File: src/rtl/sha_pkg.sv
// Shared constants and FSM state type for the SHA-256 message padder.
// Optional build macro used by sha_padder: SHA_PAD_LE_EN (byte-swapped input).
package sha_pkg;

  localparam int unsigned BLK_WORDS   = 16;
  localparam int unsigned WORD_W      = 32;
  localparam int unsigned LEN_FIELD_W = 64;

  localparam logic [7:0]        PAD_BYTE = 8'h80;
  localparam logic [WORD_W-1:0] PAD_WORD = {PAD_BYTE, 24'h000000};

  typedef enum logic [1:0] {
    ST_FILL  = 2'd0,
    ST_EMIT  = 2'd1,
    ST_EXTRA = 2'd2
  } pad_state_t;

endpackage

File: src/rtl/sha_pad_word.sv
// Last-word formatter: keeps the n MSB-aligned data bytes, places the pad
// byte right after them (when there is room) and zeroes everything below.
module sha_pad_word
  import sha_pkg::*;
(
  input  logic [31:0] i_data,
  input  logic [2:0]  i_nbytes,
  output logic [31:0] o_word_c
);

  // Byte mask plus pad insertion; n>=4 passes the word through untouched
  always_comb begin
    o_word_c = i_data;
    case (i_nbytes)
      3'd0:    o_word_c = {PAD_BYTE, 24'h000000};
      3'd1:    o_word_c = {i_data[31:24], PAD_BYTE, 16'h0000};
      3'd2:    o_word_c = {i_data[31:16], PAD_BYTE, 8'h00};
      3'd3:    o_word_c = {i_data[31:8], PAD_BYTE};
      default: o_word_c = i_data;
    endcase
  end

endmodule

File: src/rtl/sha_padder.sv
// SHA-256 message padder: packs a 32-bit word stream into 512-bit blocks,
// appending 0x80, zero fill and the 64-bit message bit length.
// Block word i occupies block[32*i+31 : 32*i] (word 0 in the low bits).
// Build macro SHA_PAD_LE_EN: byte-swap in_data so little-endian producers fit.
module sha_padder
  import sha_pkg::*;
#(
  parameter int unsigned LEN_W = 64
) (
  input  logic         clk,
  input  logic         rst,
  input  logic         in_valid,
  output logic         in_ready,
  input  logic [31:0]  in_data,
  input  logic         in_last,
  input  logic [2:0]   in_nbytes,
  output logic         blk_valid,
  input  logic         blk_ready,
  output logic [511:0] block,
  output logic         load,
  output logic         blk_last
);

  pad_state_t                   r_state,  w_state_nxt;
  logic [3:0]                   r_widx,   w_widx_nxt;
  logic [LEN_W-1:0]             r_len,    w_len_nxt;
  logic [BLK_WORDS-1:0][31:0]   r_block,  w_block_nxt;
  logic                         r_blk_last, w_blk_last_nxt;
  logic                         r_tail,   w_tail_nxt;
  logic                         r_owe,    w_owe_nxt;

  logic [31:0]            w_data;
  logic [2:0]             w_nb;
  logic                   w_full;
  logic [31:0]            w_pad_word;
  logic [4:0]             w_widx5;
  logic [4:0]             w_pad_pos;
  logic [LEN_W-1:0]       w_len_fin;
  logic [LEN_FIELD_W-1:0] w_fld_fin;
  logic [LEN_FIELD_W-1:0] w_fld_cur;

`ifdef SHA_PAD_LE_EN
  assign w_data = {in_data[7:0], in_data[15:8], in_data[23:16], in_data[31:24]};
`else
  assign w_data = in_data;
`endif

  // Out-of-range byte counts behave as a full word
  assign w_nb      = (in_nbytes > 3'd4) ? 3'd4 : in_nbytes;
  assign w_full    = (w_nb == 3'd4);
  assign w_widx5   = {1'b0, r_widx};
  // Word that receives the pad byte: this word, or the next one if this is full
  assign w_pad_pos = w_widx5 + {4'd0, w_full};
  assign w_len_fin = r_len + LEN_W'({w_nb, 3'b000});
  assign w_fld_fin = LEN_FIELD_W'(w_len_fin);
  assign w_fld_cur = LEN_FIELD_W'(r_len);

  sha_pad_word u_pad_word (
    .i_data   (w_data),
    .i_nbytes (w_nb),
    .o_word_c (w_pad_word)
  );

  assign in_ready  = (r_state == ST_FILL);
  assign blk_valid = (r_state == ST_EMIT);
  assign load      = blk_valid & blk_ready;
  assign block     = r_block;
  assign blk_last  = r_blk_last;

  // Next-state and datapath update
  always_comb begin
    w_state_nxt    = r_state;
    w_widx_nxt     = r_widx;
    w_len_nxt      = r_len;
    w_block_nxt    = r_block;
    w_blk_last_nxt = r_blk_last;
    w_tail_nxt     = r_tail;
    w_owe_nxt      = r_owe;

    case (r_state)
      ST_FILL: begin
        if (in_valid) begin
          if (in_last) begin
            for (int unsigned i = 0; i < BLK_WORDS; i++) begin
              if (5'(i) == w_widx5)
                w_block_nxt[4'(i)] = w_pad_word;
              else if (5'(i) > w_widx5)
                w_block_nxt[4'(i)] = (w_full && (5'(i) == w_pad_pos)) ? PAD_WORD : 32'h0;
            end
            w_len_nxt  = w_len_fin;
            w_widx_nxt = 4'd0;
            if (w_pad_pos <= 5'd13) begin
              w_block_nxt[14] = w_fld_fin[63:32];
              w_block_nxt[15] = w_fld_fin[31:0];
              w_blk_last_nxt  = 1'b1;
              w_tail_nxt      = 1'b0;
              w_owe_nxt       = 1'b0;
            end else begin
              w_blk_last_nxt  = 1'b0;
              w_tail_nxt      = 1'b1;
              w_owe_nxt       = (w_pad_pos == 5'd16);
            end
            w_state_nxt = ST_EMIT;
          end else begin
            w_block_nxt[r_widx] = w_data;
            w_len_nxt           = r_len + LEN_W'(32);
            w_widx_nxt          = r_widx + 4'd1;
            if (r_widx == 4'd15) begin
              w_blk_last_nxt = 1'b0;
              w_tail_nxt     = 1'b0;
              w_state_nxt    = ST_EMIT;
            end
          end
        end
      end

      ST_EMIT: begin
        if (blk_ready) begin
          if (r_tail) begin
            w_state_nxt = ST_EXTRA;
          end else begin
            w_state_nxt    = ST_FILL;
            w_widx_nxt     = 4'd0;
            w_block_nxt    = '0;
            w_blk_last_nxt = 1'b0;
            if (r_blk_last)
              w_len_nxt = '0;
          end
        end
      end

      ST_EXTRA: begin
        w_block_nxt     = '0;
        w_block_nxt[0]  = r_owe ? PAD_WORD : 32'h0;
        w_block_nxt[14] = w_fld_cur[63:32];
        w_block_nxt[15] = w_fld_cur[31:0];
        w_blk_last_nxt  = 1'b1;
        w_tail_nxt      = 1'b0;
        w_owe_nxt       = 1'b0;
        w_state_nxt     = ST_EMIT;
      end

      default: w_state_nxt = ST_FILL;
    endcase
  end

  // State and datapath registers
  always_ff @(posedge clk or posedge rst) begin
    if (rst) begin
      r_state    <= ST_FILL;
      r_widx     <= 4'd0;
      r_len      <= '0;
      r_block    <= '0;
      r_blk_last <= 1'b0;
      r_tail     <= 1'b0;
      r_owe      <= 1'b0;
    end else begin
      r_state    <= w_state_nxt;
      r_widx     <= w_widx_nxt;
      r_len      <= w_len_nxt;
      r_block    <= w_block_nxt;
      r_blk_last <= w_blk_last_nxt;
      r_tail     <= w_tail_nxt;
      r_owe      <= w_owe_nxt;
    end
  end

endmodule

File: config.mk
export PLATFORM = sky130hd
export DESIGN_NAME = sha_padder
export DESIGN_NICKNAME = d
export VERILOG_FILES = /design/src/rtl/sha_pkg.sv /design/src/rtl/sha_pad_word.sv /design/src/rtl/sha_padder.sv
export SDC_FILE = /design/constraint.sdc
export NUM_CORES = 2
export LEC_CHECK = 0
export CAP_MARGIN = 20
export CORE_MARGIN = 2
export CORE_UTILIZATION = 55
export CTS_BUF_LIST = sky130_fd_sc_hd__clkbuf_4
export DETAILED_ROUTE_END_ITERATION = 8
export PLACE_DENSITY = 0.88
export RECOVER_POWER = 100
export REMOVE_ABC_BUFFERS = 1
export SLEW_MARGIN = 0
export SYNTH_ARGS = -nofsm -noshare
export SYNTH_HDL_FRONTEND = slang
export SYNTH_HIERARCHICAL = 1
export SYNTH_SLANG_ARGS = --single-unit
export TNS_END_PERCENT = 30
File: constraint.sdc
create_clock -name clk -period 20.8 [get_ports clk]
set_input_delay 2.08 -clock clk [delete_from_list [all_inputs] [get_ports clk]]
set_output_delay 2.08 -clock clk [all_outputs]
set_load 0.02 [all_outputs]
# --- Yosys cells after proc, flatten, opt, wreduce, memory -nomap -nowiden ---
# Index checks and enable logic that the tools add are counted.
totals:
  ff_bits: 585
  latch_bits: 0
  ramBits: 0
  rom_bits: 0
  in_bits: 40
  out_inout_bits: 516
  wordCells: 245
  mem_count: 0
classes:
  addsub: 4
  n_mul: 0
  div: 0
  order_cmp: 20
  eq_ne: 60
  n_shift: 0
  n_mux: 92
  bitwise_logic: 1
  reduce_logical: 46
ops:
  columns: ["cell", "n"]
  rows:
  - ["2-to-1 mux 512 bit", 4]
  - ["2-to-1 mux 32 bit", 50]
  - ["case mux 512 bit (3 select lines)", 1]
  - ["bitwise mux 512 bit", 1]
  - ["2-to-1 mux 64 bit", 6]
  - ["demux 32 bit (select 4 bit)", 1]
  - ["case mux 32 bit (4 select lines)", 1]
  - ["case mux 64 bit (2 select lines)", 1]
  - ["AND reduction 5 bit", 18]
  - ["adder 64 x 6 -> 64 bit", 1]
  - ["adder 64 x 6 -> 64 bit (second input constant)", 1]
  - ["inequality test 4 x 2 -> 1 bit (second input constant)", 14]
  - ["equality test 4 x 5 -> 1 bit (first input constant)", 8]
  - ["equality test 4 bit (first input constant)", 8]
  - ["> comparator 4 bit (first input constant)", 8]
  - ["equality test 3 x 5 -> 1 bit (first input constant)", 4]
  - ["logical AND 1 bit", 17]
  - ["equality test 3 x 4 -> 1 bit (first input constant)", 4]
  - ["> comparator 3 x 4 -> 1 bit (first input constant)", 4]
  - ["2-to-1 mux 4 bit", 4]
  - ["2-to-1 mux 1 bit", 12]
  - ["equality test 2 x 5 -> 1 bit (first input constant)", 2]
  - ["zero test 5 bit", 2]
  - ["2-to-1 mux 2 bit", 5]
  - ["other kinds (34)", 46]

# --- Logic depth before layout (Yosys ltp) ---
depth:
  word_depth: 13
  depth_mapped: 11
  ltp_nobuf: 9

# --- Cells and area by module ---
# The synthesis kept the hierarchy.
by_module_without_submodules:
  columns: ["module", "instances", "cells_each", "area_per_inst_um2", "seq_area_each_um2"]
  rows:
  - ["sha_padder", 1, 3007, 29817.3, 14564.0]
  - ["sha_pad_word", 1, 39, 280.3, 0.0]

# --- Worst setup path after synthesis ---
# Ideal clock, no wire load.
synth_timing:
  path_type: "input to register"
  from: "input in_nbytes[1]"
  to: "register r_block (netlist bit block[448])"
  setup_time_ps: 135
  arrival_ps: 4589
  required_time_ps: 20665
  path_slack_ps: 16077
  path_stages: 9
  n_path_buf: 1
  cell_sequence: "nor2b_1 ha_1 a21o_1 a21oi_1 clkbuf_1 nor3_1 and4_1 a211oi_1 a31oi_1"
synth_via:
  elab_chain_len: 9
  elab_cells_between_ends: 18
  cone_classes: "add/sub: 2; order compare: 2; eq/ne: 5; mux: 7; reduce/logical: 2"
synth_rtl:
  columns: ["element", "line_no", "text"]
  rows:
  - ["start: declaration", "sha_padder.sv:16", "input logic [2:0] in_nbytes,"]
  - ["> comparator 3 bit", "sha_padder.sv:49", "assign w_nb = (in_nbytes > 3'd4) ? 3'd4 : in_nbytes;"]
  - ["2-to-1 mux 3 bit *", "sha_padder.sv:49", null]
  - ["equality test 3 bit, or another cell as far along", "sha_padder.sv:50", "assign w_full = (w_nb == 3'd4);"]
  - ["adder 4 x 1 -> 5 bit or case mux 32 bit (4 select lines) (tied branches)", "sha_padder.sv:53, sha_pad_word.sv:14", null]
  - ["<= comparator 5 x 4 -> 1 bit or 2-to-1 mux 32 bit (tied branches)", "sha_padder.sv:92, sha_padder.sv:85", null]
  - ["2-to-1 mux 64 bit", "sha_padder.sv:92", "if (w_pad_pos <= 5'd13) begin"]
  - ["2-to-1 mux 512 bit", "sha_padder.sv:83", "if (in_last) begin"]
  - ["2-to-1 mux 512 bit", "sha_padder.sv:82", "if (in_valid) begin"]
  - ["case mux 512 bit (3 select lines)", "sha_padder.sv:80", "case (r_state)"]
  - ["end signal: assignment", "sha_padder.sv:161", "r_block <= w_block_nxt;"]
  - ["end: declaration", "sha_padder.sv:27", "logic [BLK_WORDS-1:0][31:0] r_block, w_block_nxt;"]
# Mark *: on every way between the ends. The rest lies on a longest branch, timed or not. The select of a mux whose other input is x is not followed.
# A chain may end at the register's enable or synchronous reset.

# --- Final worst setup path ---
layout_timing:
  from: "input in_last"
  to: "register r_len[54]"
layout_via:
  elab_chain_len: 3
layout_rtl:
  columns: ["element", "line_no", "text"]
  rows:
  - ["start: declaration", "sha_padder.sv:15", "input logic in_last,"]
  - ["2-to-1 mux 64 bit", "sha_padder.sv:83", null]
  - ["2-to-1 mux 64 bit", "sha_padder.sv:82", null]
  - ["case mux 64 bit (2 select lines)", "sha_padder.sv:80", null]
  - ["end signal: assignment", "sha_padder.sv:160", "r_len <= w_len_nxt;"]
  - ["end: declaration", "sha_padder.sv:26", "logic [LEN_W-1:0] r_len, w_len_nxt;"]
# No other way between the ends. The select of a mux whose other input is x is not followed.

==> results list <==
- Outcome: finished, violations left
* Violations in the final reports: DRC, capacitance limit, slew limit
* RD Place Congestion: 1.042
* FFs w/ async S/R, synth: 100.0%
- Power spread over the standard cell area amounts to ~120 nW/um^2.
* Clock H-tree levels: 4
* Reg clk slew, reported paths: 70 ps
- In this run the standard cell core region covers 53920 um^2.
- Synth Area in Compound Gates: a little over a quarter
- Largest net degree at the start of global routing: between 150 and 200
- The initial antenna violation count came to 9.
- Multiplexer cells account for under 10% of the synthesized area.
* I/O Pins: approximately 560
- In the final routed layout, each cell accounts on average for around 31 um.
* Die W: between 200 and 250 um
- Adding up every negative setup slack in the final design gives 0 ps.
- Synthesis handed over a netlist of around 3000 instances.
* Actual transition at the worst max-transition pin: between 5000 and 6000 ps
- Ratio of routed vias to standard cells: about 7.3
* Number of enable-type register cells in the synthesized netlist: 0
- Origin of the worst min-delay path: block[395]
* Leakage power summed over all cells: between 15 and 20 nW
- Synth area leaders: dfrtp_1 48%, a22o_1 11%, mux2i_1 6.4%
- The worst register-to-register path ends at block[487].
- Number of global-route vias before repair: about 30000
* Area growth from synthesis to layout: 26.19%
- Setup repair after global routing left no endpoint under its margin.
- Synth warnings: 6
- dfrtp_1 takes more of the synthesized area than any other cell.
- Cts repair resizes: 0
- Number of setup buffers added after CTS: 0
- Critical Path Start: in_last
- Mapped Area: 30100 um^2
- Number of instances in the placed design: just over 4000
- Once detail routing completed, the nets flagged for antenna violations numbered 0.
* Net total in the final layout: 3593
* Inserted Clock Buffers: roughly 160
- Kind of critical path: input pin to flop
- Kind of start point of the critical path: input pin
* Endpoint of the worst setup timing path: r_len[54]
- The tightest min-delay check is of the flop to flop type.
- Total of hold buffers inserted after clock tree synthesis: 0
- Layout fillers: 3953
- On the final layout, the worst clock skew is 63.02 ps.
- Number of max-cap violations: 31
* Global-route wire length before repair: roughly 200 mm
- Insertion delay of the later-clocked pin in the worst-skew pair: 1080 ps
- Summing the areas of all fa, ha and maj instances in the mapped netlist gives 0.6901% of the synthesized area.
* Buffers on Ports: 555
- For this run, the top clock speed supported by timing is 83.23 MHz.
- In the global route stage, overall resource usage came out at 46.94%.
- After global routing, the most crowded layer is met2.
* Standard-cell row count: 85
- Met1 Resource Use GR: 58.25%
- In this run the worst path has a maximum fanout of 164.
- Final instance area: ~38000 um^2
- Global routing consumed, on the met3 layer, between 15 and 20% of the routing resources.
- First-pass iteration count of the detailed router: 9
- Synth Area in XOR/XNOR: less than 1%
- Summed over all layers, the global routing overflow is 0.
- The final layout contains routed wiring with a total length of about 140 mm.
- DIE HEIGHT: about 240 um
- For this run, the number of standard cells in the final layout without fillers is approximately 4400.
* Combinational family with the most area after synthesis: compound AO/OA/AOI/OAI gates
* Final Hold Fails: 0
- The average instance in the mapped netlist occupies ~10 um^2.
* Min Clock Period, post-route: around 12000 ps
- After synthesis the netlist holds a flip-flop and latch count of 582.
- Reg2reg path depth: 8
- The initial utilization of the core area, before any placement, comes to between 50% and 60%.
- Max clock buf depth: 3
* Remaining design rule violation count: 22
* Slew margin rel.: -293.3%
* Via count: roughly 32000
- Setup violations remaining at the end of the flow were counted as 0.
- Summed over all nets, the half-perimeter wirelength after detailed placement is about 91 mm.
- Counting distinct cell types in the post-synthesis netlist gives 85.
* Fraction of layout instances using a drive strength above 1: under 10%
* Final worst-path cycle share: slightly below 60%
* VDD IR max: just over 0.00009 V
- Summing all placed instances gives a cell area of 36080 um^2.
- Among all flip-flop cells after synthesis, the most frequent one is dfrtp_1.
- For the worst setup path, the data required time is approximately 22000 ps.
- Fraction of the yosys area taken by sequential cells: approximately half
- Simple-gate area share of the yosys netlist: between 10% and 20%
- Count of routing violations after the opening detailed-route iteration: 4722
* # clock sinks: a little under 600
- The startpoint identified for the worst register-to-register timing path is r_widx[0].
- Data arrives at the worst endpoint at 12950 ps.
- Register-to-Register Setup Slack: between 10000 and 15000 ps
* Met2 demand-to-capacity share in global routing: 70.41%
- Root Buffer Master: clkbuf_4
- The floorplan step defined a die boundary enclosing 56610 um^2.
* Critical path endpoint category: flop
- Count of pins over their slew limit: 1334
* Top-area cell type share of the netlist area: about half
- TritonCTS built the clock tree.
-- sequential cells by signal, summed over array words and instances, names as in the netlist --
name and cells:
block 512, r_len 61, r_widx 4, r_state 2, blk_last 1, r_owe 1
r_tail 1
-- worst min path at each step --
stage / end / slack [ps] / depth (start not counted)
finish: block[395] / 480 / 2
global route: block[86] / 510 / 2
CTS: block[406] / 480 / 2
detailed placement: block[79] / 470 / 2
global placement: block[413] / 460 / 2
floorplan: r_owe / 470 / 2
-- cell families (layout without fill, tap and decap cells) --
logic type,after synthesis,count (layout)
AOI/OAI and AO/OA,1156,1156
and+or+nand+nor,749,749
DFF,582,582
buffers and inverters,321,921
muxes,193,193
xor gates and xnor gates,29,29
adders and majority gates,16,16
other,0,10
-- layout by cell type (no fill, tap or decap), types with 39 or more instances in the layout --
cell type | Yosys | routed
a22o_1 | 378 | 378
o22ai_1 | 168 | 168
a31oi_1 | 39 | 39
clkbuf_4 | 0 | 230
nor3_1 | 55 | 53
o21ai_0 | 230 | 233
dlygate4sd3_1 | 0 | 516
dfrtp_1 | 582 | 582
nor2_1 | 172 | 165
nand2_1 | 239 | 235
a21oi_1 | 120 | 120
nor2b_1 | 45 | 45
nand4_1 | 57 | 57
mux2i_1 | 192 | 192
nand3_1 | 59 | 59
-- layout make-up --
| class | instances | area, um^2 | share of cell area [%] |
|---|---|---|---|
| sequential | 582 | 14560 | 38.35 |
| inverter | 21 | 80.08 | 0.2108 |
| timing repair buffer | 633 | 6113 | 16.10 |
| antenna | 10 | 25.02 | 0.06588 |
| clock inverter | 37 | 252.7 | 0.6654 |
| multi-input combinational | 2143 | 14350 | 37.78 |
| clock buffer | 230 | 1727 | 4.546 |
| tap | 696 | 870.8 | 2.293 |
-- synthesized netlist by cell type, drive strengths merged (9+ instances only) --
| master | instances |
|---|---|
| mux2i | 192 |
| ha | 15 |
| nand3 | 59 |
| a31oi | 39 |
| o22ai | 168 |
| a22o | 378 |
| nor4 | 24 |
| a21o | 19 |
| a211oi | 12 |
| nand4 | 58 |
| o31ai | 26 |
| o211ai | 14 |
| buf | 48 |
| xnor2 | 24 |
| nor2b | 45 |
| nand2 | 239 |
| o21ai | 235 |
| o21a | 11 |
| a222oi | 13 |
| clkbuf | 252 |
| nor3 | 57 |
| and2 | 24 |
| nor2 | 175 |
| dfrtp | 582 |
| a21oi | 122 |
| and3 | 15 |
| inv | 21 |
| a221oi | 24 |
| a21boi | 14 |
| a221o | 9 |
| and4 | 13 |
-- through the flow --
step	hold slack [ps]	total power, mW	setup WS [ps]	util [%]
6_report	477.6	4.489	8785	70.44
5_1_grt	506.2	4.608	8485	70.40
4_1_cts	483.3	4.487	15360	70.59
3_5_place_dp	469.4	3.441	15020	66.92
3_3_place_gp	461.2	3.390	15050	66.88
2_1_floorplan	471.9	2.465	2435	-
-- metal layers --
layer,wire (um),vias to the layer above
li1,-,12660
met4,10920,4
met2,58900,2966
met5,27,-
met3,19180,730
met1,46870,15360
-- worst max-delay path, stage by stage --
cell and delay, ps:
clkbuf_1 3900, buf_12 500, clkbuf_1 1650, nor2_1 390
a2111oi_0 3220, nand2_1 340, o311ai_0 530, o31ai_1 150
-- report_power, final --
group / switching [mW] / total, mW / internal [mW]
clock: 0.517 / 1.06 / 0.543
sequential: 0.174 / 1.47 / 1.29
combinational: 1.40 / 1.96 / 0.568
(Power assumes the default switching activity.)
